### src/rtl/ct_spsram_ctrl_pkg.sv
// Shared types and constants for the 512x59 SPSRAM access controller.
// Optional zero-fill after reset: CT_SPSRAM_CTRL_ZERO_INIT_EN.
package ct_spsram_ctrl_pkg;

    localparam int DEF_ADDR_WIDTH = 9;
    localparam int DEF_DATA_WIDTH = 59;

    localparam logic [DEF_DATA_WIDTH-1:0] WEN_NONE = '1;

    typedef enum logic {
        ST_INIT = 1'b0,
        ST_RUN  = 1'b1
    } state_t;

endpackage

### src/rtl/ct_spsram_ctrl_rsp_fifo.sv
// Two-entry response FIFO; rsp data is the registered head entry.
// Part of ct_spsram_512x59_ctrl (see CT_SPSRAM_CTRL_ZERO_INIT_EN there).
module ct_spsram_ctrl_rsp_fifo
    import ct_spsram_ctrl_pkg::*;
#(
    parameter int DATA_WIDTH = DEF_DATA_WIDTH
) (
    input  logic                  clk,
    input  logic                  rst,
    input  logic                  push,
    input  logic [DATA_WIDTH-1:0] push_data,
    output logic                  vld,
    input  logic                  rdy,
    output logic [DATA_WIDTH-1:0] data,
    output logic [1:0]            cnt
);

    logic [DATA_WIDTH-1:0] tail;
    logic                  pop;

    assign vld = (cnt != 2'd0);
    assign pop = vld & rdy;

    always_ff @(posedge clk or posedge rst) begin
        if (rst) begin
            cnt  <= 2'd0;
            data <= '0;
            tail <= '0;
        end else begin
            unique case ({push, pop})
                2'b10: begin
                    if (cnt == 2'd0) data <= push_data;
                    else             tail <= push_data;
                    cnt <= cnt + 2'd1;
                end
                2'b01: begin
                    data <= tail;
                    cnt  <= cnt - 2'd1;
                end
                2'b11: begin
                    // Full: shift tail forward; single: replace head
                    if (cnt == 2'd2) begin
                        data <= tail;
                        tail <= push_data;
                    end else begin
                        data <= push_data;
                    end
                end
                default: ;
            endcase
        end
    end

endmodule

### src/rtl/ct_spsram_512x59_ctrl.sv
// Valid/ready front end for the 512x59 single-port SRAM macro.
// Optional post-reset zero sweep: define CT_SPSRAM_CTRL_ZERO_INIT_EN.
module ct_spsram_512x59_ctrl
    import ct_spsram_ctrl_pkg::*;
#(
    parameter int ADDR_WIDTH = DEF_ADDR_WIDTH,
    parameter int DATA_WIDTH = DEF_DATA_WIDTH,
    parameter int RSP_DEPTH  = 2
) (
    input  logic                  forever_cpuclk,
    input  logic                  cpurst,
    input  logic                  req_vld,
    output logic                  req_rdy,
    input  logic                  req_wr,
    input  logic [ADDR_WIDTH-1:0] req_addr,
    input  logic [DATA_WIDTH-1:0] req_wdata,
    input  logic [DATA_WIDTH-1:0] req_wmask,
    output logic                  rsp_vld,
    input  logic                  rsp_rdy,
    output logic [DATA_WIDTH-1:0] rsp_rdata,
    output logic                  sram_cen,
    output logic                  sram_gwen,
    output logic [DATA_WIDTH-1:0] sram_wen,
    output logic [ADDR_WIDTH-1:0] sram_a,
    output logic [DATA_WIDTH-1:0] sram_d,
    input  logic [DATA_WIDTH-1:0] sram_q,
    output logic                  idle
);

    if (RSP_DEPTH != 2) begin : g_bad_depth
        $error("RSP_DEPTH must be 2");
    end

    state_t      state;
    logic        run;
    logic        acc;
    logic        wr_acc;
    logic        pop;
    logic        rd_pend;
    logic        rd_ok;
    logic [1:0]  buf_cnt;
    logic [2:0]  credit;

    // Reset gates the handshake so the macro deselects asynchronously
    assign run     = (state == ST_RUN) & ~cpurst;
    assign pop     = rsp_vld & rsp_rdy;
    assign credit  = {1'b0, buf_cnt} + {2'b0, rd_pend} - {2'b0, pop};
    assign rd_ok   = (credit < 3'd2);
    assign req_rdy = run & rd_ok;
    assign acc     = req_vld & req_rdy;
    assign wr_acc  = acc & req_wr;
    assign idle    = run & ~rd_pend & (buf_cnt == 2'd0);

    always_ff @(posedge forever_cpuclk or posedge cpurst) begin
        if (cpurst) rd_pend <= 1'b0;
        else        rd_pend <= acc & ~req_wr;
    end

`ifdef CT_SPSRAM_CTRL_ZERO_INIT_EN
    localparam logic [ADDR_WIDTH-1:0] ADDR_ONE = 1;

    logic [ADDR_WIDTH-1:0] init_addr;
    logic                  init_act;

    always_ff @(posedge forever_cpuclk or posedge cpurst) begin
        if (cpurst) begin
            state     <= ST_INIT;
            init_addr <= '0;
        end else if (state == ST_INIT) begin
            init_addr <= init_addr + ADDR_ONE;
            if (&init_addr) state <= ST_RUN;
        end
    end

    assign init_act  = (state == ST_INIT) & ~cpurst;
    assign sram_cen  = ~(acc | init_act);
    assign sram_gwen = ~(wr_acc | init_act);
    assign sram_wen  = init_act ? '0
                     : wr_acc   ? ~req_wmask
                     :            WEN_NONE[DATA_WIDTH-1:0];
    assign sram_a    = init_act ? init_addr : req_addr;
    assign sram_d    = init_act ? '0 : req_wdata;
`else
    assign state     = ST_RUN;
    assign sram_cen  = ~acc;
    assign sram_gwen = ~wr_acc;
    assign sram_wen  = wr_acc ? ~req_wmask : WEN_NONE[DATA_WIDTH-1:0];
    assign sram_a    = req_addr;
    assign sram_d    = req_wdata;
`endif

    ct_spsram_ctrl_rsp_fifo #(
        .DATA_WIDTH (DATA_WIDTH)
    ) u_rsp_fifo (
        .clk       (forever_cpuclk),
        .rst       (cpurst),
        .push      (rd_pend),
        .push_data (sram_q),
        .vld       (rsp_vld),
        .rdy       (rsp_rdy),
        .data      (rsp_rdata),
        .cnt       (buf_cnt)
    );

endmodule

### config.mk
export PLATFORM = sky130hd
export DESIGN_NAME = ct_spsram_512x59_ctrl
export DESIGN_NICKNAME = d
export VERILOG_FILES = /design/src/rtl/ct_spsram_ctrl_pkg.sv /design/src/rtl/ct_spsram_ctrl_rsp_fifo.sv /design/src/rtl/ct_spsram_512x59_ctrl.sv
export SDC_FILE = /design/constraint.sdc
export NUM_CORES = 1
export LEC_CHECK = 0
export BUFFER_PORTS_ARGS = -buffer_cell sky130_fd_sc_hd__buf_2
export CAP_MARGIN = 20
export CORE_AREA = 2 2 147 149
export CTS_CLUSTER_SIZE = 16
export DETAILED_ROUTE_END_ITERATION = 7
export DIE_AREA = 0 0 149 151
export GPL_TIMING_DRIVEN = 0
export PLACE_DENSITY_LB_ADDON = 0.05
export SLEW_MARGIN = 0
export SYNTH_ARGS = -nofsm -noshare
export SYNTH_HDL_FRONTEND = slang
export SYNTH_HIERARCHICAL = 1
export SYNTH_SLANG_ARGS = --single-unit
export TNS_END_PERCENT = 20
### constraint.sdc
create_clock -name forever_cpuclk -period 4.8 [get_ports forever_cpuclk]
set_clock_uncertainty 0.1 [all_clocks]
set_input_delay 0.48 -clock forever_cpuclk [delete_from_list [all_inputs] [get_ports forever_cpuclk]]
set_output_delay 0.48 -clock forever_cpuclk [all_outputs]
set_load 0.05 [all_outputs]
# Word level (Yosys, flattened, before mapping)
# Index checks and enable logic that the tools add are counted.
# word_totals
reg_bits	121
in_bits	191
# op_classes
add_sub_neg	4
n_lt_le_gt_ge	1
eq_ne	7
mux	8
bitwise_logic	13
reduce_logical	7
# ops
cell	count
59-bit 2-to-1 mux	5
59-bit one-hot mux with 3 select lines	1
59-bit one-hot mux with 2 select lines	1
59-bit NOT	1
1-bit AND	7
2-bit equality test (second input constant)	3
2-bit nonzero test	3
1-bit NOT	5
2-bit inequality test (second input constant)	2
2-bit one-hot mux with 2 select lines	1
2-bit by 1-bit adder with 3-bit output	1
3-bit by 2-bit < comparator with 1-bit output (second input constant)	1
3-bit AND reduction	1
3-bit nonzero test	1
3-bit by 1-bit subtractor with 3-bit output	1
2-bit by 1-bit adder with 2-bit output (second input constant)	1
2-bit by 1-bit equality test with 1-bit output (second input constant)	1
2-bit logical NOT	1
2-bit by 1-bit inequality test with 1-bit output (second input constant)	1
2-bit AND reduction	1
2-bit by 1-bit subtractor with 2-bit output (second input constant)	1

# Longest topological paths before layout
# logic_depth
word_depth	8
depth_mapped	11

# Cells and area by module
# The synthesis kept the hierarchy.
# modules_own_cells
module	instances	cells_each	area_each_um2	seq_area_each_um2
ct_spsram_ctrl_rsp_fifo	1	486	5358.9	3002.9
ct_spsram_512x59_ctrl	1	155	1103.6	25.0

# Worst setup path before layout
# No wires, ideal clock.
# synth_path
kind	reg-to-output
start	reg u_rsp_fifo.cnt[1]
end	out sram_wen[0]
t_arrival_ns	2.945
required_time_ns	4.220
path_slack_ns	1.275
path_stages_with_launch	11
path_cell_list	dfrtp_1 > buf_2 > or2_4 > and2_1 > ha_1 > nand2b_1 > fa_1 > and4b_1 > buf_2 > buf_4 > nand3_1
# synth_via
elab_chain_len	8
elab_cells_between_ends	9
cone_classes	add/sub (2); order compare (1); mux (1); bitwise (4); reduce/logical (1)
# synth_rtl
item	line_no	rtl
start: declaration	ct_spsram_ctrl_rsp_fifo.sv:15	output logic [1:0] cnt
start signal: assignment	ct_spsram_ctrl_rsp_fifo.sv:34	cnt <= cnt + 2'd1;
start signal: assignment	ct_spsram_ctrl_rsp_fifo.sv:38	cnt <= cnt - 2'd1;
2-bit nonzero test	ct_spsram_ctrl_rsp_fifo.sv:21	assign vld = (cnt != 2'd0);
via rsp_vld	ct_spsram_512x59_ctrl.sv:18	output logic rsp_vld,
1-bit AND	ct_spsram_512x59_ctrl.sv:46	assign pop = rsp_vld & rsp_rdy;
3-bit by 1-bit subtractor with 3-bit output	ct_spsram_512x59_ctrl.sv:47	assign credit = {1'b0, buf_cnt} + {2'b0, rd_pend} - {2'b0, pop};
3-bit by 2-bit < comparator with 1-bit output	ct_spsram_512x59_ctrl.sv:48	assign rd_ok = (credit < 3'd2);
1-bit AND	ct_spsram_512x59_ctrl.sv:49	assign req_rdy = run & rd_ok;
1-bit AND	ct_spsram_512x59_ctrl.sv:50	assign acc = req_vld & req_rdy;
1-bit AND	ct_spsram_512x59_ctrl.sv:51	assign wr_acc = acc & req_wr;
59-bit 2-to-1 mux	ct_spsram_512x59_ctrl.sv:87	assign sram_wen = wr_acc ? ~req_wmask : WEN_NONE[DATA_WIDTH-1:0];
end: declaration	ct_spsram_512x59_ctrl.sv:23	output logic [DATA_WIDTH-1:0] sram_wen,
# The timed path passes the listed nets, and every way through them passes these cells.

# Final worst setup path
# layout_path
start	reg u_rsp_fifo.cnt[1]
end	out sram_wen[3]
# layout_via
elab_chain_len	8
elab_cells_between_ends	9
cone_classes	add/sub (2); order compare (1); mux (1); bitwise (4); reduce/logical (1)
# layout_rtl
item	line_no
branches (longest 2 deep; another with 2-bit by 1-bit adder with 3-bit output)	n/a
3-bit by 1-bit subtractor with 3-bit output *	ct_spsram_512x59_ctrl.sv:47
3-bit by 2-bit < comparator with 1-bit output *	ct_spsram_512x59_ctrl.sv:48
1-bit AND *	ct_spsram_512x59_ctrl.sv:49
1-bit AND *	ct_spsram_512x59_ctrl.sv:50
1-bit AND *	ct_spsram_512x59_ctrl.sv:51
59-bit 2-to-1 mux *	ct_spsram_512x59_ctrl.sv:87
# Mark *: on every way between the ends.

==> results.toml <==
[worst_setup_path]
worstPathCellList = "buf_2, or2_4, and2_1, ha_1, nand2b_1, fa_1, and4b_1, buf_2, buf_4, nand3_1, buf_2"
worstPathArrival_ps = 3560
path_class = "reg -> out"
cpPeakStageDelay_ps = 550
worstPathRequired_ps = 4220
crit_path_start_kind = "register"
slowest_stage = "fa_1"
critPathMaxFanout = 10
path_common_cell = "buf_2"
worstSetupEndpointType = "output port"

[logic_synthesis]
ys.flop_type = "dfrtp_1"
ys_seq_area_share_pct = 46.9
syn_nets = 837
synthTopCellsByArea = "dfrtp_1 47%, nand3_1 8.8%, buf_4 8.7%"
syn_avg_cell_area_um2 = 10.1
synth_warnings = 6
synth_top_area_share_pct = 46.9
ys_async_sr_fraction_pct = 100
synth_commonest_cells = "121 x dfrtp_1, 113 x nand3_1, 75 x buf_4"
yosysMostFrequentCell = "dfrtp_1"
netlist.top_cell.by_area = "dfrtp_1"
ys_seq_elements = 121
synth_cell_types = 37
syn_inst = 641
netlist_area_mm2 = 0.00646
synth-edff-count = 0

[place]
io_buffers = 313
gp_congestion = 0.832
postPlaceCellArea_mm2 = 0.00841
dp_hpwl_um = 22700
dp_cells = 1230

[floorplanning]
fp.dieH_um = 151
die_x_um = 149
rows = 53
coreArea_mm2 = 0.0208
dieArea_mm2 = 0.0225
pin_count = 382
start_util_pct = 31.0

[layout]
layout-drive-gt1-share_pct = 52.3
fillers = 2165
nets = 1171
post_layout_nonfiller_instances = 1262
diodes = 0
area_growth_syn_to_layout_pct = 39.1
final_area_mm2 = 0.00899

[timing]
fmax_ghz = 0.242
fin_crit_sh_pct = 86.2
finalCriticalPeriod_ps = 4140
slew_viol_final = 0
hold_viol = 0
worst_pin_slew_ps = 591
finalSetupViolations = 0
max_slew_margin_pct = 60.6
rsz0062_at_grt = "false"

[run]
max-cap-violations = 0

[clock_network]
cts_buffers = 17
cts_setup_buffers = 0
clock_path_buffers = 2
clkSinkCount = 121
cts_htree_levels = 4
clk_latency_ps = 420
cts_root_buf = "clkbuf_16"
cts_tree = "done"
cts.clk_slew.worst_paths_ps = 60

[power]
p_sw_share_pct = 48.0
clock_power_share_pct = 19.5
leakagePower_nw = 4.13
p_int_w = 0.00334
share_seq_of_total_power_pct = 28.0
vdd_drop_max_mv = 0.321
switching_power_w = 0.00309
power_frac_comb_pct = 52.5
power_density_mw_per_mm2 = 714

[drt]
postRouteAntennaNets = 0
drt_iter0_markers = 313
viasPerCell = 4.98
first_pass_iters = 5
wl_per_cell_um = 22.9
wl_um = 28900
vias = 6281
drc = 0

[run_status]
status = "finished, final reports clean"

[grt]
grt_pass1_wl_um = 41200
grt-ovfl-total = 0
grt_start_max_net_pins = 66
grt_pass1_vias = 6332
track_usage_pct = 25.3
antenna_found_initial = 2

[hold_path]
worstHoldPathType = "in -> reg"
[final cells by class]
class | count | area, um2 | share of cell area (%)
buffer | 133 | 866 | 9.63
clock buffer | 17 | 425 | 4.73
clock inverter | 14 | 151 | 1.68
inverter | 5 | 23.8 | 0.264
multi-input combinational | 382 | 2550 | 28.4
sequential | 121 | 3030 | 33.7
tap | 275 | 344 | 3.83
timing repair buffer | 315 | 1600 | 17.8
[metrics by stage]
stage	TNS, ps	worst slack, ps	total power, W	hold WS [ps]	utilization, %
after global routing	0	457	0.00679	201	43.2
after global placement	-96350	-811	0.00519	278	40.2
after detailed placement	0	1090	0.00519	305	40.4
after floorplan	0	1030	0.00432	128	-
after CTS	0	629	0.00648	190	43.2
final	0	665	0.00642	207	43.2
[metal layers]
layer	global-route usage [%]	part of all wire [%]	routed length [um]	vias to the layer above
met3	8.04	7.7	2220	48
met1	32.7	43	12300	3055
met5	0	0.045	13	-
met4	8.62	2.9	830	2
met2	40.0	47	13500	251
li1	-	-	-	2925
[flip-flops by register name (all words and copies together) (netlist names)]
name	cells
rd_pend	1
u_rsp_fifo/tail	59
u_rsp_fifo/cnt	2
u_rsp_fifo/data	59
[repair_timing]
item | CTS | global route
hold endpoints to repair | 1 | 0
gates resized for setup | 0 | 0
hold buffers | 1 | 0
[power by group through the flow]
| stage | Clock, W | Sequential (W) | Combinational (W) |
|---|---|---|---|
| 6_report | 0.00125 | 0.00180 | 0.00337 |
| 5_1_grt | 0.00133 | 0.00187 | 0.00359 |
| 4_1_cts | 0.00129 | 0.00181 | 0.00338 |
| 3_5_place_dp | 0 | 0.00182 | 0.00338 |
| 3_3_place_gp | 0 | 0.00181 | 0.00337 |
| 2_1_floorplan | 0 | 0.00265 | 0.00167 |
[path summary, 6_finish.rpt]
| kind | start | end | slack, ps | cells past startpoint |
|---|---|---|---|---|
| min | sram_q[11] | u_rsp_fifo/tail[11]$_DFFE_PP0P_ | 210 | 2 |
| max | u_rsp_fifo/cnt[1]$_DFFE_PP0P_ | sram_wen[3] | 660 | 11 |
| min in group asynchronous | cpurst | rd_pend$_DFF_PP0_ | 490 | 3 |
| max in group asynchronous | cpurst | u_rsp_fifo/tail[21]$_DFFE_PP0P_ | 3230 | 4 |
| max reg2reg | u_rsp_fifo/cnt[1]$_DFFE_PP0P_ | u_rsp_fifo/data[57]$_DFFE_PP0P_ | 1460 | 11 |
| min reg2reg | u_rsp_fifo/tail[25]$_DFFE_PP0P_ | u_rsp_fifo/tail[25]$_DFFE_PP0P_ | 400 | 1 |
[layout by cell type, fill, tap and decap left out, types with 3 or more instances in the layout]
| cell type | n |
|---|---|
| nand3_2 | 5 |
| buf_2 | 326 |
| clkbuf_1 | 34 |
| a31oi_1 | 59 |
| nor3_1 | 59 |
| mux2_4 | 10 |
| inv_6 | 3 |
| buf_6 | 9 |
| nand3_1 | 113 |
| clkinv_2 | 3 |
| o21ai_0 | 59 |
| clkinv_4 | 5 |
| dfrtp_1 | 121 |
| buf_4 | 75 |
| inv_1 | 4 |
| mux2_2 | 49 |
| clkbuf_16 | 17 |
| ha_1 | 4 |
[logic make-up after synthesis]
family | count (synthesis) | synth area share, %
DFF | 121 | 46.9
xor gates and xnor gates | 4 | 0.833
AOI/OAI and AO/OA | 121 | 10.8
adders and majority gates | 5 | 1.08
muxes | 59 | 10.9
buffers and inverters | 138 | 13.7
and+or+nand+nor | 193 | 15.9
[critical path: cells and delay by family (launching register included)]
family	cells	cell delay, ps
flip-flops	1	470
adder cells (fa/ha/maj)	2	810
buffers and inverters	4	870
AND/OR/NAND/NOR	5	990
No activity file was read; power rests on OpenSTA's default activity.
